$ cat config.mk
export PLATFORM = sky130hd
export DESIGN_NAME = wb_periph_arbiter
export DESIGN_NICKNAME = d
export VERILOG_FILES = /design/src/rtl/wb_periph_arbiter_pkg.sv /design/src/rtl/wb_arb_wdog.sv /design/src/rtl/wb_periph_arbiter.sv
export SDC_FILE = /design/constraint.sdc
export NUM_CORES = 1
export LEC_CHECK = 0
export BUFFER_PORTS_ARGS = -buffer_cell sky130_fd_sc_hd__buf_2
export CAP_MARGIN = 20
export CORE_AREA = 2 2 125 127
export DETAILED_ROUTE_END_ITERATION = 10
export DIE_AREA = 0 0 127 129
export PLACE_DENSITY = 0.49
export SKIP_LAST_GASP = 1
export SLEW_MARGIN = 0
export SYNTH_ARGS = -nofsm -noshare
export SYNTH_HDL_FRONTEND = slang
export SYNTH_HIERARCHICAL = 1
export SYNTH_SLANG_ARGS = --single-unit
$ cat constraint.sdc
create_clock -name clk_i -period 2.7 [get_ports clk_i]
set_input_delay 0.54 -clock clk_i [delete_from_list [all_inputs] [get_ports clk_i]]
set_output_delay 0.54 -clock clk_i [all_outputs]
set_load 0.1 [all_outputs]
$ cat src/rtl/wb_periph_arbiter_pkg.sv
// Shared definitions for the peripheral-bus arbiter.
//   - arb_state_e : arbiter state encoding (IDLE / OWN0 / OWN1)
//   - ADR_W, DAT_W, SEL_W : Wishbone address, data and byte-select widths
//   - TIMEOUT_DEF, CNT_W_DEF : default watchdog limit and counter width
package wb_periph_arbiter_pkg;

  typedef enum logic [1:0] {
    IDLE = 2'd0,
    OWN0 = 2'd1,
    OWN1 = 2'd2
  } arb_state_e;

  localparam int ADR_W       = 32;
  localparam int DAT_W       = 32;
  localparam int SEL_W       = 4;
  localparam int TIMEOUT_DEF = 255;
  localparam int CNT_W_DEF   = 8;

endpackage

$ cat src/rtl/wb_arb_wdog.sv
// Bus watchdog for the peripheral arbiter.
// Counts consecutive strobe cycles that get no ack while a master owns the
// bus, and raises a registered one-cycle expire pulse once TIMEOUT such
// cycles have passed.
//   clk_i, rst_i : clock, synchronous active-high reset
//   active       : a master currently owns the slave
//   stb          : strobe as presented to the slave (cyc & stb)
//   ack          : slave acknowledge
//   expire       : registered timeout pulse (one cycle)
module wb_arb_wdog
  import wb_periph_arbiter_pkg::*;
#(
  parameter int TIMEOUT = TIMEOUT_DEF,
  parameter int CNT_W   = CNT_W_DEF
) (
  input  logic clk_i,
  input  logic rst_i,
  input  logic active,
  input  logic stb,
  input  logic ack,
  output logic expire
);

  localparam logic [CNT_W-1:0] LIMIT = CNT_W'(TIMEOUT - 1);

  logic [CNT_W-1:0] wdog_q, wdog_d;
  logic             expire_q, expire_d;
  logic             stall;

  always_comb begin
    stall    = active & stb & ~ack;
    // An ack in the last allowed cycle clears stall, so ack beats timeout.
    expire_d = stall & (wdog_q == LIMIT);
    wdog_d   = '0;
    if (stall && !expire_d) begin
      wdog_d = wdog_q + CNT_W'(1);
    end
  end

  always_ff @(posedge clk_i) begin
    if (rst_i) begin
      wdog_q   <= '0;
      expire_q <= 1'b0;
    end else begin
      wdog_q   <= wdog_d;
      expire_q <= expire_d;
    end
  end

  assign expire = expire_q;

endmodule

$ cat src/rtl/wb_periph_arbiter.sv
// Two-master Wishbone arbiter in front of a single peripheral slave.
// Master 0 is the CPU data port, master 1 the debug/DMA port. The grant is
// registered, round-robin on ties, held for a whole cyc burst, and always
// released through IDLE. A watchdog turns a missing ack into an err pulse.
//   clk_i, rst_i          : clock, synchronous active-high reset
//   mN_cyc/stb/adr/we/sel/dat_i : master N request
//   mN_dat_o/ack_o/err_o  : master N response (zero unless N owns the bus)
//   s_*_o                 : request forwarded to the slave (zero in IDLE)
//   s_dat_i, s_ack_i      : slave response
//   gnt_o                 : one-hot current owner
module wb_periph_arbiter
  import wb_periph_arbiter_pkg::*;
#(
  parameter int TIMEOUT = TIMEOUT_DEF,
  parameter int CNT_W   = CNT_W_DEF
) (
  input  logic             clk_i,
  input  logic             rst_i,
  input  logic             m0_cyc_i,
  input  logic             m0_stb_i,
  input  logic [ADR_W-1:0] m0_adr_i,
  input  logic             m0_we_i,
  input  logic [SEL_W-1:0] m0_sel_i,
  input  logic [DAT_W-1:0] m0_dat_i,
  output logic [DAT_W-1:0] m0_dat_o,
  output logic             m0_ack_o,
  output logic             m0_err_o,
  input  logic             m1_cyc_i,
  input  logic             m1_stb_i,
  input  logic [ADR_W-1:0] m1_adr_i,
  input  logic             m1_we_i,
  input  logic [SEL_W-1:0] m1_sel_i,
  input  logic [DAT_W-1:0] m1_dat_i,
  output logic [DAT_W-1:0] m1_dat_o,
  output logic             m1_ack_o,
  output logic             m1_err_o,
  output logic             s_cyc_o,
  output logic             s_stb_o,
  output logic [ADR_W-1:0] s_adr_o,
  output logic             s_we_o,
  output logic [SEL_W-1:0] s_sel_o,
  output logic [DAT_W-1:0] s_dat_o,
  input  logic [DAT_W-1:0] s_dat_i,
  input  logic             s_ack_i,
  output logic [1:0]       gnt_o
);

  arb_state_e state_q, state_d;
  logic       last_q, last_d;
  logic       expire;
  logic       active;

  // State register
  always_ff @(posedge clk_i) begin
    if (rst_i) begin
      state_q <= IDLE;
      last_q  <= 1'b1;
    end else begin
      state_q <= state_d;
      last_q  <= last_d;
    end
  end

  // Next state: on a tie the master that did not own the bus last wins.
  always_comb begin
    state_d = state_q;
    last_d  = last_q;
    unique case (state_q)
      IDLE: begin
        if (m0_cyc_i && (!m1_cyc_i || last_q)) begin
          state_d = OWN0;
        end else if (m1_cyc_i) begin
          state_d = OWN1;
        end
      end
      OWN0: begin
        if (expire || !m0_cyc_i) begin
          state_d = IDLE;
          last_d  = 1'b0;
        end
      end
      OWN1: begin
        if (expire || !m1_cyc_i) begin
          state_d = IDLE;
          last_d  = 1'b1;
        end
      end
      default: state_d = IDLE;
    endcase
  end

  // Outputs: the owner is wired through; in the err cycle the slave
  // request is withdrawn and ack is masked so ack and err never coincide.
  always_comb begin
    s_cyc_o  = 1'b0;
    s_stb_o  = 1'b0;
    s_adr_o  = '0;
    s_we_o   = 1'b0;
    s_sel_o  = '0;
    s_dat_o  = '0;
    m0_dat_o = '0;
    m0_ack_o = 1'b0;
    m0_err_o = 1'b0;
    m1_dat_o = '0;
    m1_ack_o = 1'b0;
    m1_err_o = 1'b0;
    gnt_o    = 2'b00;
    if (state_q == OWN0) begin
      s_cyc_o  = m0_cyc_i & ~expire;
      s_stb_o  = m0_stb_i & ~expire;
      s_adr_o  = m0_adr_i;
      s_we_o   = m0_we_i;
      s_sel_o  = m0_sel_i;
      s_dat_o  = m0_dat_i;
      m0_dat_o = s_dat_i;
      m0_ack_o = s_ack_i & ~expire;
      m0_err_o = expire;
      gnt_o    = 2'b01;
    end else if (state_q == OWN1) begin
      s_cyc_o  = m1_cyc_i & ~expire;
      s_stb_o  = m1_stb_i & ~expire;
      s_adr_o  = m1_adr_i;
      s_we_o   = m1_we_i;
      s_sel_o  = m1_sel_i;
      s_dat_o  = m1_dat_i;
      m1_dat_o = s_dat_i;
      m1_ack_o = s_ack_i & ~expire;
      m1_err_o = expire;
      gnt_o    = 2'b10;
    end
  end

  assign active = (state_q != IDLE);

  wb_arb_wdog #(
    .TIMEOUT(TIMEOUT),
    .CNT_W  (CNT_W)
  ) u_wdog (
    .clk_i (clk_i),
    .rst_i (rst_i),
    .active(active),
    .stb   (s_cyc_o & s_stb_o),
    .ack   (s_ack_i),
    .expire(expire)
  );

endmodule

== After elaboration in Yosys (flattened, before gate mapping) ==
Cells that the tools add are included.

* Bits in registers: 12
* Bits of input ports: 177

* $add $sub $neg: 1
* Equal/unequal tests: 6
* Muxes and demuxes: 31
* Bitwise logic cells: 12
* Reduce and logical (&&, ||, !) cells: 14

{| class="wikitable"
|+ Operators by type and width
! operator !! number
|-
| two-way mux 32 bit || 7
|-
| two-way mux 1 bit || 14
|-
| two-way mux 2 bit || 6
|-
| AND 1 bit || 9
|-
| adder 8 x 1 -> 8 bit (second input constant) || 1
|-
| equality test 8 bit (second input constant) || 1
|-
| two-way mux 4 bit || 2
|-
| case mux 2 bit (3 select lines) || 1
|-
| AND reduction 3 bit || 2
|-
| inequality test 2 bit (second input constant) || 2
|-
| nonzero test 2 bit || 2
|-
| logical NOT 1 bit || 3
|-
| logical OR 1 bit || 3
|-
| inequality test 3 bit (second input constant) || 1
|-
| inverter 1 bit || 3
|-
| equality test 2 x 1 -> 1 bit (second input constant) || 1
|-
| equality test 2 bit (second input constant) || 1
|-
| logical AND 1 bit || 2
|-
| logical NOT 2 bit || 1
|-
| case mux 1 bit (2 select lines) || 1
|-
| OR reduction 2 bit || 1
|}

== Longest topological paths before layout ==
Gate-level depths: netlist of run 1.

* Depth in word-level cells: 12
* Gate-level depth with buffers: 8
* Mapped depth without buffers: 6

== Hierarchy ==
Netlist of run 1, hierarchy kept.

{| class="wikitable"
|+ By module, submodules not included
! module !! times used !! cells each !! area an instance (um^2) !! seq. area each (um^2)
|-
| wb_periph_arbiter || 1 || 183 || 1368.8 || 60.1
|-
| wb_arb_wdog || 1 || 42 || 391.6 || 180.2
|}

== Least setup slack after synthesis of run 1 ==
OpenSTA, ideal clock, no wires.

* Path type: register to output
* Start point: register state_q[1]
* End point: output port s_cyc_o
* Arrival time: 2.176 ns
* Data required time: 2.160 ns
* Path slack: -0.016 ns
* Stages on the path, launching flop included: 6
* Path buffers: 2
* Cells stage by stage: dfxtp_1 > nor2b_1 > buf_2 > buf_4 > a22oi_1 > nor2_1

* Word-level cells in the longest chain between the ends: 3
* Elaborated cells between the ends (all ways): 4
* Those cells by class: 2 x eq/ne; 2 x mux

{| class="wikitable"
|+ Ends and longest elaborated chain
! element !! line !! source
|-
| from (decl) || wb_periph_arbiter.sv:48 || <nowiki>arb_state_e state_q, state_d;</nowiki>
|-
| from (signal assigned) || wb_periph_arbiter.sv:59 || <nowiki>state_q <= state_d;</nowiki>
|-
| equality test 2 bit || wb_periph_arbiter.sv:119 || <nowiki>end else if (state_q == OWN1) begin</nowiki>
|-
| two-way mux 1 bit || wb_periph_arbiter.sv:119 ||
|-
| two-way mux 1 bit * || wb_periph_arbiter.sv:108 || <nowiki>if (state_q == OWN0) begin</nowiki>
|-
| to (decl) || wb_periph_arbiter.sv:37 || <nowiki>output logic s_cyc_o,</nowiki>
|}

Mark *: on every way between the ends. The rest lies on a longest branch, timed or not.

== Final worst setup path of run 1 ==
* Start point: register state_q[0]
* End point: output port s_dat_o[5]

* Word-level cells in the longest chain between the ends: 3
* Elaborated cells between the ends (all ways): 4
* Those cells by class: 2 x eq/ne; 2 x mux

{| class="wikitable"
|+ Ends and longest elaborated chain
! element !! line !! source
|-
| equality test 2 bit || wb_periph_arbiter.sv:119 ||
|-
| two-way mux 32 bit || wb_periph_arbiter.sv:119 ||
|-
| two-way mux 32 bit * || wb_periph_arbiter.sv:108 ||
|-
| to (decl) || wb_periph_arbiter.sv:42 || <nowiki>output logic [DAT_W-1:0] s_dat_o,</nowiki>
|}

Marks and branches as above.

==> results of run 1 <==
[path summary, 6_finish.rpt]
path	start	end	slack, ns
worst max-delay path	state_q[0]	s_dat_o[5]	0.15
worst min-delay path	u_wdog/wdog_q[0]	u_wdog/wdog_q[0]	0.49
worst max register to register	state_q[1]	u_wdog/wdog_q[5]	0.68
worst min register to register	u_wdog/wdog_q[0]	u_wdog/wdog_q[0]	0.49
[flip-flops by register name, indices dropped and copies added, names as in the netlist]
name / count
u_wdog/expire: 1
state_q: 2
last_q: 1
u_wdog/wdog_q: 8
[kinds of logic (layout without fill, tap and decap cells)]
| logic type | count (synthesis) | in the layout | synth area share [%] |
|---|---|---|---|
| AOI/OAI and AO/OA | 84 | 84 | 40.2 |
| xor gates and xnor gates | 3 | 3 | 1.49 |
| adders and majority gates | 2 | 2 | 1.42 |
| buffers and inverters | 28 | 328 | 9.10 |
| DFF | 12 | 12 | 13.6 |
| and+or+nand+nor | 96 | 96 | 34.1 |
[metal layers]
metal | vias up | share of wire [%] | GRT usage [%]
met3 | 10 | 7.4 | 2.37
met1 | 1304 | 39 | 14.3
li1 | 1435 | - | -
met4 | 2 | 1.5 | 1.81
met2 | 155 | 52 | 23.5
met5 | - | 0.16 | 0
[power by group through the flow]
| stage | clock network, W | registers, W | logic [W] |
|---|---|---|---|
| 6_report | 0.000297 | 0.000185 | 0.00125 |
| 5_1_grt | 0.000317 | 0.000185 | 0.00129 |
| 4_1_cts | 0.000307 | 0.000185 | 0.00126 |
| 3_5_place_dp | 0 | 0.000188 | 0.00125 |
| 3_3_place_gp | 0 | 0.000188 | 0.00126 |
| 2_1_floorplan | 0 | 0.000186 | 0.000973 |
[worst reg2reg max path: stages, from the launching register on]
cell and delay, ns:
dfxtp_1 0.45, nor2b_4 0.23, buf_12 0.25, a22oi_1 0.20, nor3_2 0.17, nand4bb_1 0.20
a41o_1 0.33, a21oi_1 0.13
[cell type report]
cell class / instances / area share, %
repair buffers: 321 / 45.7
well taps: 188 / 6.55
inverters: 3 / 0.313
flip-flops and latches: 12 / 6.69
clock buffers: 4 / 2.47
multi-input cells: 185 / 38.3
[synth_stat cells, drive strengths merged, types with 2 or more instances]
library cell,count
dfxtp,12
a21oi,5
a22o,71
buf,20
o21ai,3
nor2b,3
clkbuf,5
nand2,2
inv,3
xor2,2
nand3,4
nor4,2
nor2,8
a22oi,2
ha,2
and3b,2
and2,66
[cell usage in the layout, fill, tap and decap left out, types with 2 or more instances in the layout]
| cell type | netlist | layout |
|---|---|---|
| nand2_1 | 2 | 2 |
| o21ai_0 | 2 | 2 |
| buf_12 | 0 | 2 |
| a22o_1 | 71 | 71 |
| xor2_1 | 2 | 2 |
| and3b_1 | 2 | 2 |
| buf_4 | 6 | 2 |
| inv_1 | 3 | 3 |
| ha_1 | 2 | 2 |
| nor2b_4 | 0 | 2 |
| a22oi_1 | 2 | 2 |
| nor4_1 | 2 | 2 |
| nor2_1 | 8 | 7 |
| nand3_1 | 4 | 4 |
| buf_2 | 12 | 317 |
| dfxtp_1 | 12 | 12 |
| a21oi_1 | 5 | 5 |
| clkbuf_16 | 0 | 3 |
| and2_1 | 66 | 66 |
[stage by stage]
step	total power [W]	instances	utilization (%)	hold slack (ns)	worst slack [ns]
2_1_floorplan	0.00116	225	-	0.451	0.00557
3_3_place_gp	0.00144	709	23.4	0.474	0.417
3_5_place_dp	0.00144	709	23.4	0.472	0.405
4_1_cts	0.00175	713	24.0	0.484	0.143
5_1_grt	0.00179	713	24.0	0.520	0.0576
6_report	0.00173	713	24.0	0.489	0.150
==> summary.txt, run 1 <==
Clocking
  • CTS max path bufs: 2
  • Worst-Skew Late Latency: 0.24 ns
  • Root Driver: clkbuf_16
  • Post-CTS Setup Inserts: 0
  • Clk slew on worst S/H paths: 0.04 ns
  • # resized after CTS: 0
  • Clock sink count: 12
  • Post-CTS Hold Buffers: 0
  • CTS tree: done
  • CTS Buf Count: 3
  • Number of H-tree levels: 1

Logic synthesis
  • Synth cell types: 35
  • Cells after synthesis: 225
  • Post-synth EDFFs: 0
  • Ys async rst share: 0%
  • Synth top area share: 35.3%
  • Top post-synthesis cells by area: a22o_1 35%, and2_1 23%, dfxtp_1 14%
  • Dominant synthesized flop cell: dfxtp_1
  • Syn nets: 404
  • Seq/Total Area, Yosys: 13.6%
  • Post-synthesis register bit count: 12
  • Cell accounting for the most synthesized area: a22o_1
  • Syn. warnings: 6
  • Cell area after synthesis: 0.00176 sq mm
  • Syn Area/Cell: 7.82 sq um

Timing
  • RSZ-0062 raised after global routing: false
  • Rel. slew slack: 63.5%
  • Final Hold Viols: 0
  • Worst Tran Pin Value: 0.552 ns
  • FMAX: 392 MHz
  • Final TNS setup: 0 ns
  • Period utilization: 94.4%
  • Max Slew Vio Count: 0
  • Period minus WS final: 2.55 ns
  • Setup Skew: 0.000435 ns
  • Final setup viols: 0

Power and ir drop
  • Clock share of power: 17.1%
  • Pint: 0.000650 W
  • Reg power frac: 10.7%
  • NetSw: 0.00108 W
  • Switch share: 62.5%
  • Combinational share of power: 72.2%
  • PwrDens: 483 mW/mm^2
  • Static leakage: 2.15 nW
  • Peak VDD IR: 574 uV

Setup path
  • Worst-path maximum fanout: 95
  • Largest stage delay on the critical path: 0.46 ns
  • Buf+Inv Stages, Crit Path: 2
  • Worst setup SP type: flip-flop
  • Reg2reg path depth: 7
  • Setup Crit Path Kind: reg -> out
  • Worst EP required: 2.16 ns
  • Crit path depth: 4
  • CP max stage cell: dfxtp_1
  • Critical path cell sequence: nor2b_4, buf_12, a22o_1, buf_2
  • CP arrival: 2.01 ns
  • Crit path max-delay family: buffers and inverters
  • Crit path capture type: primary output

Drt
  • Detail Route Antenna Nets: 0
  • Via-per-instance ratio: 4.08
  • First-iteration detailed-routing DRC count: 106
  • WL/cell: 16.5 microns
  • Via count: 2906
  • Total Wirelength: 11800 microns
  • DRC viols: 0
  • Drt first pass iters: 4

Run
  • Max-Cap Viols: 0

Placement
  • Port bufs: 317
  • Gp weighted congestion: 0.810
  • Placed Area: 0.00350 sq mm
  • Detailed placement HPWL: 9820 microns

Layout
  • Area grow syn2layout: 104%
  • Post-route cell area: 0.00359 sq mm
  • FILL cells: 1710
  • Multi-input gate area: 0.00138 sq mm
  • N_diodes: 0
  • Nets@finish: 705
  • Share of post-route cells with drive strength above 1: 63.4%
  • Register area: 240 sq um

Status
  • Status: complete, no violations

Floorplan
  • FP Rows: 45
  • Die H: 129 microns
  • I/O pins: 318
  • Core area: 0.0150 sq mm
  • Die ar.: 0.0164 sq mm
  • Initial Util: 11.8%
  • Die width: 127 microns

Global routing
  • Total congestion overflow: 0
  • Total track usage: 12.2%
  • Initial antenna violation count: 1
  • Maximum number of pins on one net before global-route repair: 96
  • Vias in the first global route: 2578
  • First-pass GRT wire length: 15500 microns

Worst hold path
  • Cell count of the worst hold path: 1
  • Worst hold-check path type: reg -> reg
No activity file was read; power rests on OpenSTA's default activity.
==> run 2: changes to the inputs <==
--- a/config.mk
+++ b/config.mk
@@ -7,10 +7,11 @@
 export LEC_CHECK = 0
 export BUFFER_PORTS_ARGS = -buffer_cell sky130_fd_sc_hd__buf_2
 export CAP_MARGIN = 20
-export CORE_AREA = 2 2 125 127
+export CORE_AREA = 2 2 123 125
+export CTS_BUF_LIST = sky130_fd_sc_hd__clkbuf_8
 export DETAILED_ROUTE_END_ITERATION = 10
-export DIE_AREA = 0 0 127 129
-export PLACE_DENSITY = 0.49
+export DIE_AREA = 0 0 125 127
+export PLACE_DENSITY = 0.5
 export SKIP_LAST_GASP = 1
 export SLEW_MARGIN = 0
 export SYNTH_ARGS = -nofsm -noshare
==> run 2 against run 1 <==
  * Die area down 3.1%
  * Count of clock-buffer cells in the layout down 1
  * Sequential power about the same
  * Via count up 2.5%
  * Routed wire length up 4.9%
  * Largest cell class unchanged
  * Highest routed layer is now met4
==> summary.txt, run 2 (synthesized netlist as in run 1, its figures left out) <==
Status
  • Status: complete, no violations

Timing
  • Period minus WS final: 2.49 ns (-0.0631 ns)
  • Period utilization: 92.1% (-2.3 points)
  • Setup Skew: 0.00384 ns (+0.00340 ns)
  • FMAX: 402 MHz (+2.5%)
  • Max Slew Vio Count: 0 (unchanged)
  • Worst Tran Pin Value: 0.543 ns (-0.00853 ns)
  • RSZ-0062 raised after global routing: false
  • Final Hold Viols: 0 (unchanged)
  • Final setup viols: 0 (unchanged)
  • Final TNS setup: 0 ns (unchanged)
  • Rel. slew slack: 64.0% (+0.56 points)

Layout
  • Nets@finish: 705 (unchanged)
  • Most frequent cells in the layout: 316 x buf_2, 71 x a22o_1, 66 x and2_1
  • N_diodes: 0 (unchanged)
  • Post-Layout Cell Count: 708 (-0.70%)
  • Area grow syn2layout: 103%
  • Share of post-route cells with drive strength above 1: 63.4% (-0.070 points)
  • Max reg flops: 8 (unchanged)
  • Most common cell after layout, fill and taps aside: buf_2
  • Largest regs: u_wdog/wdog_q: 8 flops, state_q: 2 flops
  • Util after Layout: 24.7% (+0.75 points)
  • Top reg by flops: u_wdog/wdog_q

Power and ir drop
  • Total power: 0.00161 W (-7.4%)
  • Static leakage: 2.13 nW (-0.75%)
  • PwrDens: 450 mW/mm^2 (-6.7%)
  • Peak VDD IR: 304 uV (-47%)

Drt
  • Detail Route Antenna Nets: 0 (unchanged)
  • Via-per-instance ratio: 4.21 (+3.2%)
  • DRC viols: 0 (unchanged)
  • Total Wirelength: 12400 microns (+4.9%)
  • First-iteration detailed-routing DRC count: 153 (+44%)
  • WL/cell: 17.4 microns (+5.6%)
  • Via count: 2978 (+2.5%)
  • Drt first pass iters: 4 (unchanged)

Clocking
  • Number of H-tree levels: 1 (unchanged)
  • Post-CTS Setup Inserts: 0 (unchanged)
  • CTS max path bufs: 2 (unchanged)
  • CTS tree: done
  • CTS Buf Count: 3 (unchanged)
  • Worst-Skew Late Latency: 0.24 ns (about the same)
  • Post-CTS Hold Buffers: 0 (unchanged)
  • Root Driver: clkbuf_8
  • Clk slew on worst S/H paths: 0.05 ns (about the same)
  • Clock sink count: 12 (unchanged)
  • # resized after CTS: 0 (unchanged)

Global routing
  • Initial antenna violation count: 0 (-1)
  • Total track usage: 13.8% (+1.6 points)
  • Maximum number of pins on one net before global-route repair: 61 (-36%)
  • Total congestion overflow: 0 (unchanged)
  • First-pass GRT wire length: 17200 microns (+11%)
  • Vias in the first global route: 2656 (+3.0%)

Floorplan
  • Initial Util: 12.2% (+0.45 points)
  • Core area: 0.0144 sq mm (-3.7%)
  • Die H: 127 microns (-1.6%)
  • I/O pins: 318 (unchanged)
  • Die ar.: 0.0159 sq mm (-3.1%)
  • Die width: 125 microns (-1.6%)
  • FP Rows: 44 (-2.2%)

Placement
  • Port bufs: 317 (unchanged)
  • DP Cell Count: 705 (-0.56%)
  • Detailed placement HPWL: 10400 microns (+5.5%)
  • Gp weighted congestion: 0.858 (+6.0%)

Worst hold path
  • Hold Crit Start: u_wdog/wdog_q[7]
  • Worst hold-check path type: reg -> reg

Setup path
  • Crit path depth: 4 (unchanged)
  • Crit path max-delay family: buffers and inverters
  • Reg2reg setup slack: 0.69 ns (about the same)
  • Buf+Inv Stages, Crit Path: 2 (unchanged)
  • R2r endpoint: u_wdog/wdog_q[5]
  • Critical path cell sequence: nor2b_4, buf_12, a22o_1, buf_2
  • Largest stage delay on the critical path: 0.47 ns (about the same)
  • FF-to-FF Start: state_q[1]
  • Crit path capture type: primary output
  • CP max stage cell: dfxtp_1
  • Reg2reg path depth: 7 (unchanged)
  • Setup Crit Path Kind: reg -> out
  • Worst-path maximum fanout: 59 (-38%)
  • Crit path from: state_q[0]
  • Setup crit end: s_adr_o[8]
  • Worst EP required: 2.16 ns (about the same)
  • Worst setup SP type: flip-flop
  • CP arrival: 1.95 ns (-0.06 ns)

Run
  • Max-Cap Viols: 0 (unchanged)
==> run 2: worst min-delay path by stage <==
stage	to	slack (ns)	cells past startpoint
finish	u_wdog/expire	0.49	2
global route	u_wdog/expire	0.51	2
CTS	u_wdog/expire	0.48	2
detailed placement	u_wdog/expire	0.47	2
global placement	u_wdog/wdog_q[0]	0.48	1
floorplan	u_wdog/expire	0.45	2
==> run 2: worst reg2reg max path, stage by stage, from the launching register on <==
cell	delay, ns
dfxtp_1	0.45
nor2b_4	0.25
buf_12	0.21
a22oi_1	0.17
nor3_2	0.17
nand4bb_1	0.21
a41o_1	0.34
a21oi_1	0.13
==> run 2: final cells by class <==
type                    instances  area, sq um
inverters                       3         11.3
repair buffers                321         1670
clock buffers                   3         41.3
fillers                      1663        10900
multi-input cells             185         1380
well taps                     184          230
flip-flops and latches         12          240
==> run 2: metal layers <==
layer / track usage (%) / wire length [microns] / vias up
met3: 2.51 / 921 / 4
met4: 1.05 / 25 / 0
met2: 23.6 / 6110 / 168
li1: - / - / 1433
met5: 0 / 0 / -
met1: 19.0 / 5290 / 1373
==> run 2: where the power goes <==
group	leakage (nW)	internal, W	switching, W
clock	0.0216	0.0000982	0.0000641
combinational	2.02	0.000252	0.00101
sequential	0.0972	0.000180	0.00000426
total	2.13	0.000530	0.00108
==> run 2: stage by stage <==
step / instance area, sq um / worst slack (ns) / hold slack, ns
5_1_grt: 3570 / 0.115 / 0.510
3_3_place_gp: 3530 / 0.459 / 0.475
6_report: 3570 / 0.213 / 0.488
2_1_floorplan: 1760 / 0.00557 / 0.451
4_1_cts: 3570 / 0.201 / 0.485
3_5_place_dp: 3530 / 0.467 / 0.474
